==> config.mk <==
export PLATFORM = sky130hd
export DESIGN_NAME = fifo_mux_out_flat
export DESIGN_NICKNAME = d
export VERILOG_FILES = /design/src/rtl/fifo_mux_out_if.sv /design/src/rtl/fifo_mux_out.sv /design/src/flat_wrapper.sv
export SDC_FILE = /design/constraint.sdc
export NUM_CORES = 1
export LEC_CHECK = 0
export ABC_AREA = 1
export BUFFER_PORTS_ARGS = -buffer_cell sky130_fd_sc_hd__buf_2
export CAP_MARGIN = 10
export CORE_UTILIZATION = 49
export CTS_CLUSTER_SIZE = 16
export DETAILED_ROUTE_END_ITERATION = 6
export PLACE_DENSITY = 0.74
export SYNTH_ARGS = -nofsm -noshare
export SYNTH_HDL_FRONTEND = slang
export SYNTH_SLANG_ARGS = --single-unit
==> constraint.sdc <==
create_clock -name clk -period 2.8 [get_ports clk]
set_clock_uncertainty 0.15 [all_clocks]
set_input_delay 0.28 -clock clk [delete_from_list [all_inputs] [get_ports clk]]
set_output_delay 0.28 -clock clk [all_outputs]
set_load 0.02 [all_outputs]
==> src/rtl/fifo_mux_out_if.sv <==
// Handshake and status bundle between the mux stage,
// the output FIFO and its consumer.
interface fifo_mux_out_if #(
  parameter int DATA_WIDTH = 4,
  parameter int DEPTH      = 4
);
  localparam int CW = $clog2(DEPTH) + 1;

  logic [DATA_WIDTH-1:0] data_in;
  logic                  valid_in;
  logic                  pop;
  logic [DATA_WIDTH-1:0] data_out;
  logic                  valid_out;
  logic [CW-1:0]         count;
  logic                  full;
  logic                  empty;
  logic                  almost_full;
  logic                  almost_empty;
  logic                  overflow_err;

  modport master (
    output data_in,
    output valid_in,
    output pop,
    input  data_out,
    input  valid_out,
    input  count,
    input  full,
    input  empty,
    input  almost_full,
    input  almost_empty,
    input  overflow_err
  );

  modport slave (
    input  data_in,
    input  valid_in,
    input  pop,
    output data_out,
    output valid_out,
    output count,
    output full,
    output empty,
    output almost_full,
    output almost_empty,
    output overflow_err
  );
endinterface

==> src/rtl/fifo_mux_out.sv <==
// Output FIFO behind the 2:1 mux: registered read port,
// level flags from the registered count, sticky overflow.
module fifo_mux_out #(
  parameter int DATA_WIDTH      = 4,
  parameter int DEPTH           = 4,
  parameter int ALMOST_FULL_TH  = 3,
  parameter int ALMOST_EMPTY_TH = 1
) (
  input logic           clk,
  input logic           reset_L,
  fifo_mux_out_if.slave bus
);
  localparam int AW = $clog2(DEPTH);
  localparam int CW = AW + 1;

  logic [DATA_WIDTH-1:0] mem [DEPTH];
  logic [AW-1:0]         rd_ptr;
  logic [AW-1:0]         wr_ptr;
  logic [CW-1:0]         cnt;
  logic                  full;
  logic                  empty;
  logic                  do_push;
  logic                  do_pop;

  assign full    = (cnt == CW'(DEPTH));
  assign empty   = (cnt == '0);
  // A pop on a full FIFO frees the slot the push needs.
  assign do_pop  = bus.pop && !empty;
  assign do_push = bus.valid_in && (!full || bus.pop);

  assign bus.count        = cnt;
  assign bus.full         = full;
  assign bus.empty        = empty;
  assign bus.almost_full  = (cnt >= CW'(ALMOST_FULL_TH));
  assign bus.almost_empty = (cnt <= CW'(ALMOST_EMPTY_TH));

  always_ff @(posedge clk) begin
    if (do_push) mem[wr_ptr] <= bus.data_in;
  end

  always_ff @(posedge clk or negedge reset_L) begin
    if (!reset_L) begin
      rd_ptr           <= '0;
      wr_ptr           <= '0;
      cnt              <= '0;
      bus.data_out     <= '0;
      bus.valid_out    <= 1'b0;
      bus.overflow_err <= 1'b0;
    end else begin
      bus.valid_out <= do_pop;
      if (do_pop) begin
        bus.data_out <= mem[rd_ptr];
        rd_ptr       <= rd_ptr + AW'(1);
      end
      if (do_push) wr_ptr <= wr_ptr + AW'(1);
      if (bus.valid_in && !do_push)
        bus.overflow_err <= 1'b1;
      unique case ({do_push, do_pop})
        2'b10:   cnt <= cnt + CW'(1);
        2'b01:   cnt <= cnt - CW'(1);
        default: cnt <= cnt;
      endcase
    end
  end
endmodule

==> src/flat_wrapper.sv <==
// flat-port wrapper written by rule: the top's interface ports become plain ports
module fifo_mux_out_flat 
#(
  parameter int DATA_WIDTH      = 4,
  parameter int DEPTH           = 4,
  parameter int ALMOST_FULL_TH  = 3,
  parameter int ALMOST_EMPTY_TH = 1
)
  (clk, reset_L, bus_data_in, bus_valid_in, bus_pop, bus_data_out, bus_valid_out, bus_count, bus_full, bus_empty, bus_almost_full, bus_almost_empty, bus_overflow_err);
  fifo_mux_out_if #(.DATA_WIDTH(DATA_WIDTH), .DEPTH(DEPTH)) bus_i ();
  input logic clk;
  input logic reset_L;
  input wire logic [$bits(bus_i.data_in)-1:0] bus_data_in;
  input wire logic [$bits(bus_i.valid_in)-1:0] bus_valid_in;
  input wire logic [$bits(bus_i.pop)-1:0] bus_pop;
  output wire logic [$bits(bus_i.data_out)-1:0] bus_data_out;
  output wire logic [$bits(bus_i.valid_out)-1:0] bus_valid_out;
  output wire logic [$bits(bus_i.count)-1:0] bus_count;
  output wire logic [$bits(bus_i.full)-1:0] bus_full;
  output wire logic [$bits(bus_i.empty)-1:0] bus_empty;
  output wire logic [$bits(bus_i.almost_full)-1:0] bus_almost_full;
  output wire logic [$bits(bus_i.almost_empty)-1:0] bus_almost_empty;
  output wire logic [$bits(bus_i.overflow_err)-1:0] bus_overflow_err;
  assign bus_i.data_in = bus_data_in;
  assign bus_i.valid_in = bus_valid_in;
  assign bus_i.pop = bus_pop;
  assign bus_data_out = bus_i.data_out;
  assign bus_valid_out = bus_i.valid_out;
  assign bus_count = bus_i.count;
  assign bus_full = bus_i.full;
  assign bus_empty = bus_i.empty;
  assign bus_almost_full = bus_i.almost_full;
  assign bus_almost_empty = bus_i.almost_empty;
  assign bus_overflow_err = bus_i.overflow_err;
  fifo_mux_out #(.DATA_WIDTH(DATA_WIDTH), .DEPTH(DEPTH), .ALMOST_FULL_TH(ALMOST_FULL_TH), .ALMOST_EMPTY_TH(ALMOST_EMPTY_TH)) u_core (.clk(clk), .reset_L(reset_L), .bus(bus_i));
endmodule
==> flow_summary.toml <==
[status]
status = "finished, final reports clean"

[global_routing]
grt_max_degree = 14
antenna_found_initial = 0
grt_usage_pct = 17.8
grt_pass1_vias = 826
grt_pass1_wl_um = 3520
grt_overflow = 0

[detailed_routing]
drt_iter0_markers = 14
via_count = 970
drc_errors = 0
routed_via_density = 4.80
postRouteWirelength_um = 2250
routedWlPerCell_um = 11.1
firstDrtPassIters = 4
drtAntennaViolNets = 0

[timing]
setup_tns_ps = 0
finalCritPeriodShare_pct = 82.9
final-setup-viol-count = 0
fmax_mhz = 431
slew-limit-headroom_pct = 68.0
post-route-min-period_ps = 2320
maxSlewViolCount = 0
final_hold_viol_count = 0
fin_ws_ps = 479
worst_slew_pin_slew_ps = 476
rsz0062_at_grt = "false"

[die]
die-area_um2 = 3030
die-width_um = 55
ioPinCount = 21
rows = 18
core_area_um2 = 2570
initial_core_util_pct = 53.6
dieHeight_um = 55

[clocking]
worstSkewPairLatency_ps = 320
clk_path_buf_depth = 2
cts.sinks = 29
cts_tree = "done"
cts_root_buf = "clkbuf_4"
path_clk_slew_ps = 90
cts_buffers = 5
htree_levels = 2

[yosys]
synth-edff-count = 16
ys_top_cells_by_area = "edfxtp_1 (35%), dfrtp_1 (24%), nand2_1 (11%)"
yosysMostFrequentCell = "nand2_1"
yosysUniqueCellTypes = 15
synth_area_um2 = 1380
synth-seq-area-share_pct = 58.5
syn_inst = 144
ys_ff_latch = 29
synth_fp_nets = 161
yosys.area.top_type = "edfxtp_1"
synth-warning-count = 0
synth_top_flop_cell = "edfxtp_1"
synth_area_per_cell_um2 = 9.56
async_flop_share_pct = 44.8
yosysTopAreaCellShare_pct = 34.9
synth_common_cells = "nand2_1 (41), inv_1 (33), edfxtp_1 (16)"

[setup_path]
worst-path-max-fanout = 7
critPathKind = "register to register"
r2r-end = "u_core.bus.count[2]"
cp_data_required_time_ps = 2870
timing.rr.start = "u_core.bus.count[0]"
ff2ff_setup_slack_ps = 480
r2r_cells = 11
critPathLaunchType = "register"
crit_path_end_kind = "register"
worstPathArrival_ps = 2390

[layout]
antennaDiodeCount = 0
final_cells = 202
layout-drive-gt1-share_pct = 16.3
fin_nets = 188
nFillCells = 251
multi_input_area_um2 = 435
area_delta_synth_final_pct = 13.9
seqCellArea_um2 = 806

[hold_path]
hold_depth = 1
min_path_type = "input port to register"
min_to = "u_core.mem[3][2]"
holdCritStartpoint = "bus_data_in[2]"

[power]
vdd_drop_max_mv = 0.623
p_comb_share_pct = 42.0
switching_power_w = 0.000672
static-leakage-power_nw = 0.824
clkPwrFrac_pct = 14.4
swShare_pct = 42.1
power_density_nw_per_um2 = 1020
cellInternalPower_w = 0.000925
seqPwrFrac_pct = 43.7

[place]
place_inst = 193
gp_congestion = 0.788
portBuffers = 20
dpl_worst_slack_ps = 479
dp_hpwl_um = 1680

[job]
drv_cap = 0
cell usage in the layout, fill, tap and decap left out, types with 2 or more instances in the layout:
| master | synthesis | routed |
|---|---|---|
| nand2_1 | 41 | 41 |
| inv_1 | 33 | 33 |
| buf_2 | 0 | 20 |
| edfxtp_1 | 16 | 16 |
| dfrtp_1 | 13 | 13 |
| nand3_1 | 10 | 10 |
| ha_1 | 9 | 9 |
| nor2_1 | 8 | 8 |
| o21ai_0 | 5 | 5 |
| clkbuf_4 | 0 | 5 |
| xnor2_1 | 2 | 2 |
| xor2_1 | 2 | 2 |
| clkinv_2 | 0 | 2 |
flip-flops by register name, indices dropped and copies added, names as in the netlist:
name / flops
u_core.bus.valid_out: 1
u_core.bus.overflow_err: 1
u_core.rd_ptr: 2
u_core.bus.count: 3
u_core.mem: 16
u_core.bus.data_out: 4
u_core.wr_ptr: 2
worst max-delay path: stages, from the launching register on:
cell	delay, ps
dfrtp_1	430
inv_1	120
ha_1	180
inv_1	50
o21ai_1	390
inv_1	210
ha_1	410
inv_1	70
o21ai_0	70
nand2_1	60
nand2_1	50
inv_1	30
layout make-up:
| class | count | area share [%] |
|---|---|---|
| Sequential cell | 29 | 51.4 |
| Clock buffer | 6 | 2.63 |
| Clock inverter | 2 | 0.638 |
| Inverter | 34 | 8.14 |
| Timing Repair Buffer | 21 | 7.02 |
| Tap cell | 30 | 2.39 |
| Multi-Input combinational cell | 80 | 27.8 |
cells by family (layout without fill, tap and decap cells):
family,Yosys count,count (layout),share of synthesized area (%)
XOR/XNOR,4,4,2.55
adder cells (fa/ha/maj),9,9,8.18
AO/OA/AOI/OAI,8,8,3.91
buffers and inverters,35,63,9.82
flip-flops,29,29,58.5
AND/OR/NAND/NOR,59,59,17.0
power by group through the flow:
stage / registers [W] / clock network, W / logic, W
global route: 0.000716 / 0.000253 / 0.000775
floorplan: 0.000741 / 0 / 0.000446
global placement: 0.000697 / 0 / 0.000658
detailed placement: 0.000706 / 0 / 0.000676
CTS: 0.000698 / 0.000237 / 0.000681
finish: 0.000697 / 0.000229 / 0.000670
worst max path at each step:
stage | startpoint | end | slack, ps | cells past startpoint
2_1_floorplan | u_core.bus.count[0] | u_core.bus.count[2] | 650 | 11
3_3_place_gp | u_core.bus.count[0] | u_core.bus.count[2] | 610 | 11
3_5_place_dp | u_core.bus.count[0] | u_core.bus.count[2] | 480 | 11
4_1_cts | u_core.bus.count[0] | u_core.bus.count[2] | 450 | 11
5_1_grt | u_core.bus.count[0] | u_core.bus.count[2] | 200 | 11
6_report | u_core.bus.count[0] | u_core.bus.count[2] | 480 | 11
per-layer routing:
metal | wire [um] | part of all wire (%) | global-route usage, %
met1 | 1070 | 47 | 20.9
met3 | 106 | 4.7 | 7.38
met5 | 0 | 0 | 0
met4 | 38 | 1.7 | 10.0
met2 | 1040 | 46 | 27.5
what timing repair did:
action	in CTS	in global routing
endpoints found under the hold margin	13	0
hold buffers	1	0
setup buffers	0	0
gates resized for setup	0	0
per-stage QoR:
step                instance area, um^2  hold slack, ps  total power (W)  util, %
detailed placement                 1510            41.3          0.00138     58.7
global placement                   1510            27.4          0.00135     58.7
global route                       1570            5.23          0.00174     61.1
finish                             1570            28.8          0.00160     61.1
floorplan                          1380            -166          0.00119        -
CTS                                1570            11.7          0.00162     61.1
(Power assumes the default switching activity.)
